--- src/rtl/fetch_pkg.sv ---
// fetch_pkg: shared types and constants for the IF-stage fetch controller.
// Imported by fetch_ctrl; the PC register lives beside it at IF-stage level.
package fetch_pkg;

  typedef enum logic [2:0] {
    IDLE,
    REQ,
    WAIT,
    KILL,
    EXC
  } fetch_state_t;

  localparam int unsigned INSTR_BYTES      = 4;
  localparam logic [31:0] RESET_PC_DEFAULT = 32'h0000_0000;
  localparam logic [31:0] ALIGN_MASK       = 32'h0000_0003;

endpackage

--- src/rtl/fetch_ctrl.sv ---
// fetch_ctrl: PC sequencing, single-outstanding imem handshake, one-entry IF slot.
// FETCH_MISALIGN_EXC_EN: misaligned PCs load a fault into the slot instead of being masked.
module fetch_ctrl
  import fetch_pkg::*;
#(
  parameter logic [31:0] RESET_PC = RESET_PC_DEFAULT
) (
  input  logic        clk,
  input  logic        reset,
  input  logic [31:0] pc,
  output logic [31:0] pc_next,
  output logic        pc_en,
  output logic        imem_req,
  output logic [31:0] imem_addr,
  input  logic        imem_gnt,
  input  logic        imem_rvalid,
  input  logic [31:0] imem_rdata,
  input  logic        redirect_valid,
  input  logic [31:0] redirect_pc,
  input  logic        stall,
  output logic        if_valid,
  output logic [31:0] if_pc,
  output logic [31:0] if_instr,
  output logic        if_exc
);

  fetch_state_t r_state;
  fetch_state_t w_state_nxt;

  logic        r_if_valid;
  logic [31:0] r_if_pc;
  logic [31:0] r_if_instr;

  logic        w_free;
  logic        w_redir;
  logic        w_req;
  logic        w_load;
  logic        w_misal;
  logic        w_trap;
  logic [31:0] w_fetch_addr;
  logic [31:0] w_redir_tgt;

`ifdef FETCH_MISALIGN_EXC_EN
  assign w_misal      = |(pc & ALIGN_MASK);
  assign w_fetch_addr = pc;
  assign w_redir_tgt  = redirect_pc;
`else
  assign w_misal      = 1'b0;
  assign w_fetch_addr = pc & ~ALIGN_MASK;
  assign w_redir_tgt  = redirect_pc & ~ALIGN_MASK;
`endif

  assign w_free  = !r_if_valid || !stall;
  assign w_redir = !reset && redirect_valid
                && (r_state != IDLE);
  assign w_req   = !reset && (r_state == REQ)
                && w_free && !redirect_valid
                && !w_misal;
  assign w_load  = !reset && (r_state == WAIT)
                && imem_rvalid && !w_redir;
  assign w_trap  = !reset && (r_state == REQ)
                && w_free && w_misal && !w_redir;

  always_ff @(posedge clk) begin
    if (reset) begin
      r_state <= IDLE;
    end else begin
      r_state <= w_state_nxt;
    end
  end

  always_comb begin
    w_state_nxt = r_state;
    unique case (r_state)
      IDLE: w_state_nxt = REQ;
      REQ: begin
        if (w_redir)
          w_state_nxt = REQ;
        else if (w_trap)
          w_state_nxt = EXC;
        else if (w_req && imem_gnt)
          w_state_nxt = WAIT;
      end
      WAIT: begin
        if (w_redir)
          w_state_nxt = imem_rvalid ? REQ : KILL;
        else if (imem_rvalid)
          w_state_nxt = REQ;
      end
      // the killed response still has to drain before refetching
      KILL: begin
        if (imem_rvalid)
          w_state_nxt = REQ;
      end
      EXC: begin
        if (w_redir)
          w_state_nxt = REQ;
      end
      default: w_state_nxt = IDLE;
    endcase
  end

  always_comb begin
    imem_req  = w_req;
    imem_addr = reset ? '0 : w_fetch_addr;
    pc_en     = w_redir || w_load;
    pc_next   = '0;
    unique case (1'b1)
      w_redir: pc_next = w_redir_tgt;
      w_load:  pc_next = pc + 32'(INSTR_BYTES);
      default: ;
    endcase
  end

  always_ff @(posedge clk) begin
    if (reset) begin
      r_if_valid <= 1'b0;
      r_if_pc    <= '0;
      r_if_instr <= '0;
    end else if (w_redir) begin
      r_if_valid <= 1'b0;
    end else if (w_load) begin
      r_if_valid <= 1'b1;
      r_if_pc    <= pc;
      r_if_instr <= imem_rdata;
    end else if (w_trap) begin
      r_if_valid <= 1'b1;
      r_if_pc    <= pc;
      r_if_instr <= '0;
    end else if (!stall) begin
      r_if_valid <= 1'b0;
    end
  end

`ifdef FETCH_MISALIGN_EXC_EN
  logic r_if_exc;

  always_ff @(posedge clk) begin
    if (reset || w_redir || w_load) begin
      r_if_exc <= 1'b0;
    end else if (w_trap) begin
      r_if_exc <= 1'b1;
    end
  end

  assign if_exc = r_if_exc;
`else
  assign if_exc = 1'b0;
`endif

  assign if_valid = r_if_valid;
  assign if_pc    = r_if_pc;
  assign if_instr = r_if_instr;

  // the external PC register must come out of reset at the boot address
  a_boot_pc: assert property (
    @(posedge clk) $fell(reset) |-> (pc == RESET_PC)
  );

endmodule

--- config.mk ---
export PLATFORM = sky130hd
export DESIGN_NAME = fetch_ctrl
export DESIGN_NICKNAME = d
export VERILOG_FILES = /design/src/rtl/fetch_pkg.sv /design/src/rtl/fetch_ctrl.sv
export SDC_FILE = /design/constraint.sdc
export NUM_CORES = 1
export LEC_CHECK = 0
export BUFFER_PORTS_ARGS = -buffer_cell sky130_fd_sc_hd__clkbuf_2
export CELL_PAD_IN_SITES_DETAIL_PLACEMENT = 0
export CELL_PAD_IN_SITES_GLOBAL_PLACEMENT = 2
export CORE_ASPECT_RATIO = 0.75
export CORE_MARGIN = 3
export CORE_UTILIZATION = 23
export DETAILED_ROUTE_END_ITERATION = 6
export PLACE_DENSITY = 0.91
export SETUP_SLACK_MARGIN = 0.5
export SLEW_MARGIN = 30
export SYNTH_ARGS = -nofsm -noshare
export SYNTH_HDL_FRONTEND = slang
export SYNTH_SLANG_ARGS = --single-unit
export TNS_END_PERCENT = 20
--- constraint.sdc ---
create_clock -name clk -period 7.8 [get_ports clk]
set_clock_uncertainty 0.1 [all_clocks]
set_input_delay 2.34 -clock clk [delete_from_list [all_inputs] [get_ports clk]]
set_output_delay 2.34 -clock clk [all_outputs]
set_load 0.01 [all_outputs]
==> results.ini, run 1 <==
[timing]
period_minus_slack_ns=6.73
max_freq_mhz=149
period_share_pct=86.3
relSlewSlack_pct=35.9
hold_viol=0
finalWorstSetupSlack_ns=1.07
slew_viol_final=0
fin_tns_setup_ns=0
setup_viol=0
rsz0062_at_grt=false
tightest_slew_ns=0.956

[die]
core_area_um2=15300
fp.dieH_um=115
die_area_um2=17300
num_rows=39
start_util_pct=23.6
die_w_um=151
ioPinCount=234

[drt]
ant_nets=0
dr.first_iter.drc_count=162
drcViolationCount=0
vias_per_cell=4.30
drt-total-wl_um=13100
num_vias=3913
drt-wirelength-per-cell_um=14.5
first_pass_iters=4

[power_and_ir_drop]
irDropWorstVdd_v=0.000100
power_density_nw_per_um2=167
power.leakage_nw=2.55

[clock_network]
ctsHtreeMaxLevel=3
cts_made_buffers=9
root_buffer=clkbuf_16
cts.repair.resized=0
cts_tree=yes
clockBufferDepth=2
worstSkewPairLatency_ns=0.33
clock_sinks=68
post_cts_buffers=0
cts.reportedPaths.clkPinSlew_ns=0.06
ctsHoldBuffers=0

[synth]
ys_warn_count=0
yosysSeqAreaShare_pct=37.7
synth.distinct_cells=33
synth-seq-cells=68
synthCells=489
syn-cell-area_um2=3610
syn_avg_cell_area_um2=7.39

[placement]
place_ws_ns=1.05
port_buffers=228
dp_hpwl_um=9360
placed_area_um2=4890
gp_congestion=0.737
dpl.cell_count=893

[global_routing]
grt_pass1_vias=3604
grt_pass1_wl_um=19900
grt_usage_pct=14.7
grt_max_degree=80
grt-ovfl-total=0
antenna_found_initial=0

[setup_path]
critPathMaxFanout=13
required_ns=5.36
r2r_start=r_state[2]
end_kind=primary output
cp.arrival_ns=4.29
crit_start=pc[10]
crit_type=in -> out
critPathLaunchType=input port

[flow_run]
cap_violations=0

[run_status]
status=completed

[final_layout]
area_delta_synth_final_pct=43.7
fin_cells=909
final_nets=802
layout_common_cells=227 x clkbuf_2, 160 x nand2_1, 68 x dfxtp_1
fin_area_um2=5190
diodes=0
drive_gt1_share_pct=37.1
final_common_cell=clkbuf_2

[worst_hold_path]
hp-start=if_pc[1]
min_path_type=reg -> reg

## area by class of cell
class / instances / area (um2)
tap: 205 / 256
sequential: 68 / 1360
timing repair buffer: 235 / 1190
fill: 1684 / 10100
clock inverter: 7 / 81.3
clock buffer: 9 / 225
multi-input combinational: 380 / 2060
inverter: 5 / 18.8
## final timing paths
path / slack, ns / endpoint / cells after the start
min reg2reg: 0.35 / if_pc[1] / 2
max reg2reg: 5.61 / if_pc[28] / 6
min: 0.35 / if_pc[1] / 2
max: 1.07 / pc_next[31] / 7
## critical path, stage by stage
cell      delay, ns
clkbuf_2       0.17
nand4_1        0.16
nor3_2         0.82
nand4_1        0.30
xor2_1         0.22
o21ai_1        0.13
clkbuf_2       0.16
## kinds of logic after synthesis
kind of cell               Yosys count  synth area share [%]
DFF                                 68                  37.7
AOI/OAI and AO/OA                   53                  8.00
xor gates and xnor gates            28                  6.79
and+or+nand+nor                    295                  40.9
other                                1                 0.104
buffers and inverters               43                  6.16
adders and majority gates            1                 0.346
## flip-flops by register name, indices dropped and copies added, names as in the netlist
signal,cells
if_instr,32
if_pc,32
if_valid,1
r_state,3
## power by group
group / internal [mW] / switching (mW)
Sequential: 0.348 / 0.000800
Clock: 0.252 / 0.171
Combinational: 0.0436 / 0.0529
Total: 0.644 / 0.224
## stage by stage
step | power (mW) | utilization (%) | hold slack, ns
final | 0.868 | 33.9 | 0.354
after global routing | 0.912 | 33.9 | 0.381
after CTS | 0.888 | 33.9 | 0.356
after detailed placement | 0.454 | 31.9 | 0.347
after global placement | 0.455 | 31.9 | 0.343
after floorplan | 0.400 | - | 0.381
## Yosys cell counts
master | instances | area [um2]
xor2_1 | 20 | 175
and3_1 | 4 | 25.0
clkbuf_1 | 22 | 82.6
o21ai_0 | 23 | 115
nor2_1 | 12 | 45.0
buf_4 | 4 | 30.0
dfxtp_1 | 68 | 1360
nand4_1 | 13 | 81.3
a211oi_1 | 2 | 15.0
nor3_1 | 4 | 20.0
buf_6 | 5 | 56.3
and4_1 | 2 | 17.5
nand2b_1 | 2 | 12.5
and2_1 | 1 | 6.26
conb_1 | 1 | 3.75
or3_1 | 1 | 6.26
or3b_2 | 1 | 8.76
nor3_2 | 2 | 20.0
buf_2 | 6 | 30.0
clkbuf_2 | 1 | 5.00
inv_1 | 5 | 18.8
nor2b_1 | 29 | 181
a21oi_1 | 17 | 85.1
and3b_1 | 1 | 8.76
o21ai_1 | 6 | 30.0
nand3b_1 | 49 | 368
o21ai_2 | 4 | 35.0
nor4_2 | 1 | 12.5
xnor2_1 | 8 | 70.1
a22o_1 | 1 | 8.76
nand3_1 | 13 | 65.1
ha_1 | 1 | 12.5
nand2_1 | 160 | 601
## per-layer routing
metal	global-route usage [%]	vias up	share of wire, %
li1	-	2024	-
met4	3.26	0	0.84
met5	0	-	0
met3	4.59	8	7.6
met1	20.0	1741	48
met2	22.9	140	44
Note: power is estimated with default switching activity, not from simulation.
==> inputs of run 2 (changes only) <==
ABC_AREA = 1   (was not set)
CORE_UTILIZATION = 22   (was 23)
PLACE_DENSITY = 0.92   (was 0.91)
==> run 2 against run 1 <==
Worst hold slack better by 0.0090 ns. Register-to-register slack got worse by 0.03 ns. Critical endpoint is now pc_next[22]. Largest power group unchanged. Clock power is 3% higher. Utilization decreased by 1.1 points. Sequential power rose by 5.7%.
==> results.ini, run 2 <==
[final_layout]
fin_cells=1057  ; was 909
drive_gt1_share_pct=30.2  ; was 37.1%
final_common_cell=clkbuf_2  ; unchanged
multi_input_area_um2=2050  ; was 2060 um2
fin_area_um2=5390  ; was 5190 um2
final_nets=945  ; was 802
fillers=1899  ; was 1684
layout_common_cells=228 x clkbuf_2, 204 x nand2_1, 106 x nor2_1  ; was 227 x clkbuf_2, 160 x nand2_1, 68 x dfxtp_1
seq_area_um2=1360  ; unchanged
area_delta_synth_final_pct=42.9  ; was 43.7%
diodes=0  ; unchanged

[timing]
rsz0062_at_grt=false  ; unchanged
tightest_slew_ns=0.702  ; was 0.956 ns
finalWorstSetupSlack_ns=1.00  ; was 1.07 ns
slew_viol_final=0  ; unchanged
worst_hold_slack_ns=0.363  ; was 0.354 ns
period_share_pct=87.1  ; was 86.3%
fin_tns_setup_ns=0  ; unchanged
relSlewSlack_pct=53.2  ; was 35.9%
max_freq_mhz=147  ; was 149 MHz
hold_viol=0  ; unchanged
period_minus_slack_ns=6.80  ; was 6.73 ns
setup_viol=0  ; unchanged

[drt]
route.met2.wl_um=6380  ; was 5750 um
drcViolationCount=0  ; unchanged
first_pass_iters=4  ; unchanged
dr.first_iter.drc_count=272  ; was 162
drt-wirelength-per-cell_um=14.6  ; was 14.5 um
drt-met1-wl_um=7970  ; was 6280 um
ant_nets=0  ; unchanged
drt-total-wl_um=15500  ; was 13100 um
num_vias=4593  ; was 3913
vias_per_cell=4.35  ; was 4.30
dr_wl_met3_um=1030  ; was 1010 um
dr.max_layer_used=met4  ; unchanged

[clock_network]
ctsHtreeMaxLevel=3  ; unchanged
root_buffer=clkbuf_16  ; unchanged
post_cts_buffers=0  ; unchanged
cts.reportedPaths.clkPinSlew_ns=0.07  ; was 0.06 ns
cts_tree=yes  ; unchanged
ctsHoldBuffers=0  ; unchanged
cts_made_buffers=9  ; unchanged
cts.repair.resized=0  ; unchanged
clock_sinks=68  ; unchanged
clockBufferDepth=2  ; unchanged
worstSkewPairLatency_ns=0.34  ; was 0.33 ns

[global_routing]
grt_pass1_vias=4223  ; was 3604
grt_usage_pct=16.0  ; was 14.7%
grt_pass1_wl_um=23500  ; was 19900 um
antenna_found_initial=0  ; unchanged
grt-ovfl-total=0  ; unchanged
grt_max_degree=65  ; was 80

[run_status]
status=completed  ; unchanged

[die]
die_area_um2=18700  ; was 17300 um2
fp.dieH_um=119  ; was 115 um
core_area_um2=16400  ; was 15300 um2
start_util_pct=22.9  ; was 23.6%
num_rows=40  ; was 39
die_w_um=157  ; was 151 um
ioPinCount=234  ; unchanged

[setup_path]
cp.arrival_ns=4.36  ; was 4.29 ns
required_ns=5.36  ; about the same
crit_type=in -> out  ; unchanged
critPathLaunchType=input port  ; unchanged
path_cells=clkbuf_2 -> nor2_1 -> nand2_2 -> nand3_4 -> nor2_1 -> nand3_1 -> nand3_1 -> clkbuf_2  ; was clkbuf_2 -> nand4_1 -> nor3_2 -> nand4_1 -> xor2_1 -> o21ai_1 -> clkbuf_2
max_stage_delay_ns=0.54  ; was 0.82 ns
cpMaxStageDelayCell=nand3_4  ; was nor3_2
critPathMaxFanout=58  ; was 13
rr_worst_depth=7  ; was 6
end_kind=primary output  ; unchanged

[synth]
yosys.area.top_type=dfxtp_1  ; unchanged
yosysSeqAreaShare_pct=36.1  ; was 37.7%
synthTopCellsByCount=204 x nand2_1, 106 x nor2_1, 82 x nand3_1  ; was 160 x nand2_1, 68 x dfxtp_1, 49 x nand3b_1
syn-cell-area_um2=3770  ; was 3610 um2
syn_avg_cell_area_um2=6.00  ; was 7.39 um2
synth_top_cell_area_share_pct=36.1  ; was 37.7%
ys_warn_count=0  ; unchanged
ys_top_cells_by_area=dfxtp_1 36%, nand2_1 20%, nand3_1 11%  ; was dfxtp_1 38%, nand2_1 17%, nand3b_1 10%
synthCells=628  ; was 489
synth-main-ff-cell=dfxtp_1  ; unchanged
synth_async_sr_flop_share_pct=0  ; unchanged
synth_edf_count=0  ; unchanged
synth.most_common_cell=nand2_1  ; unchanged
synth-seq-cells=68  ; unchanged
synth.distinct_cells=25  ; was 33

[worst_hold_path]
min_path_type=reg -> reg  ; unchanged
holdPathStages=2  ; unchanged

[power_and_ir_drop]
power.leakage_nw=2.94  ; was 2.55 nW
power_density_nw_per_um2=181  ; was 167 nW/um2
irDropWorstVdd_v=0.0000779  ; was 0.000100 V

[placement]
placed_area_um2=5080  ; was 4890 um2
gp_congestion=0.809  ; was 0.737
dpl.cell_count=1041  ; was 893
dp_hpwl_um=12000  ; was 9360 um
port_buffers=228  ; unchanged
place_ws_ns=0.974  ; was 1.05 ns

[flow_run]
cap_violations=0  ; unchanged

==> run 2: routing by layer <==
layer  GRT usage, %  up-vias
met3           4.10        9
met4           3.09        0
met2           23.3      144
met1           23.7     2037
met5              0        -
li1               -     2403
==> run 2: cell families (layout without fill, tap and decap cells) <==
logic type / after synthesis / in the layout / synth area share (%)
other: 1 / 3 / 0.0995
and+or+nand+nor: 401 / 401 / 43.5
xor gates and xnor gates: 6 / 6 / 1.39
AOI/OAI and AO/OA: 64 / 64 / 8.74
buffers and inverters: 87 / 304 / 9.83
DFF: 68 / 68 / 36.1
adders and majority gates: 1 / 1 / 0.332
==> run 2: layout make-up <==
class | instances | area share [%]
multi-input cells | 475 | 38.1
flip-flops and latches | 68 | 25.3
repair buffers | 234 | 22.3
well taps | 210 | 4.88
clock buffers | 9 | 4.18
inverters | 54 | 3.76
clock inverters | 7 | 1.56
==> run 2: path summary, 6_finish.rpt <==
kind / endpoint / startpoint / slack [ns]
worst min-delay path: if_instr[21] / if_instr[21] / 0.36
worst max register to register: if_pc[14] / r_state[2] / 5.58
worst min register to register: if_instr[21] / if_instr[21] / 0.36
worst max-delay path: pc_next[22] / reset / 1.00
==> run 2: power breakdown <==
part	total, mW	switching, mW	internal (mW)
clock network	0.434	0.180	0.253
logic	0.172	0.109	0.0639
registers	0.369	0.00826	0.361
==> run 2: worst max-delay path: cells and delay by family <==
| family | cells | cell delay [ns] |
|---|---|---|
| buf+inv | 2 | 0.57 |
| simple gates | 6 | 1.43 |
==> run 2: through the flow <==
stage	utilization, %	power (mW)
2_1_floorplan	-	0.466
3_3_place_gp	30.9	0.551
3_5_place_dp	30.9	0.552
4_1_cts	32.8	0.994
5_1_grt	32.8	1.03
6_report	32.8	0.975
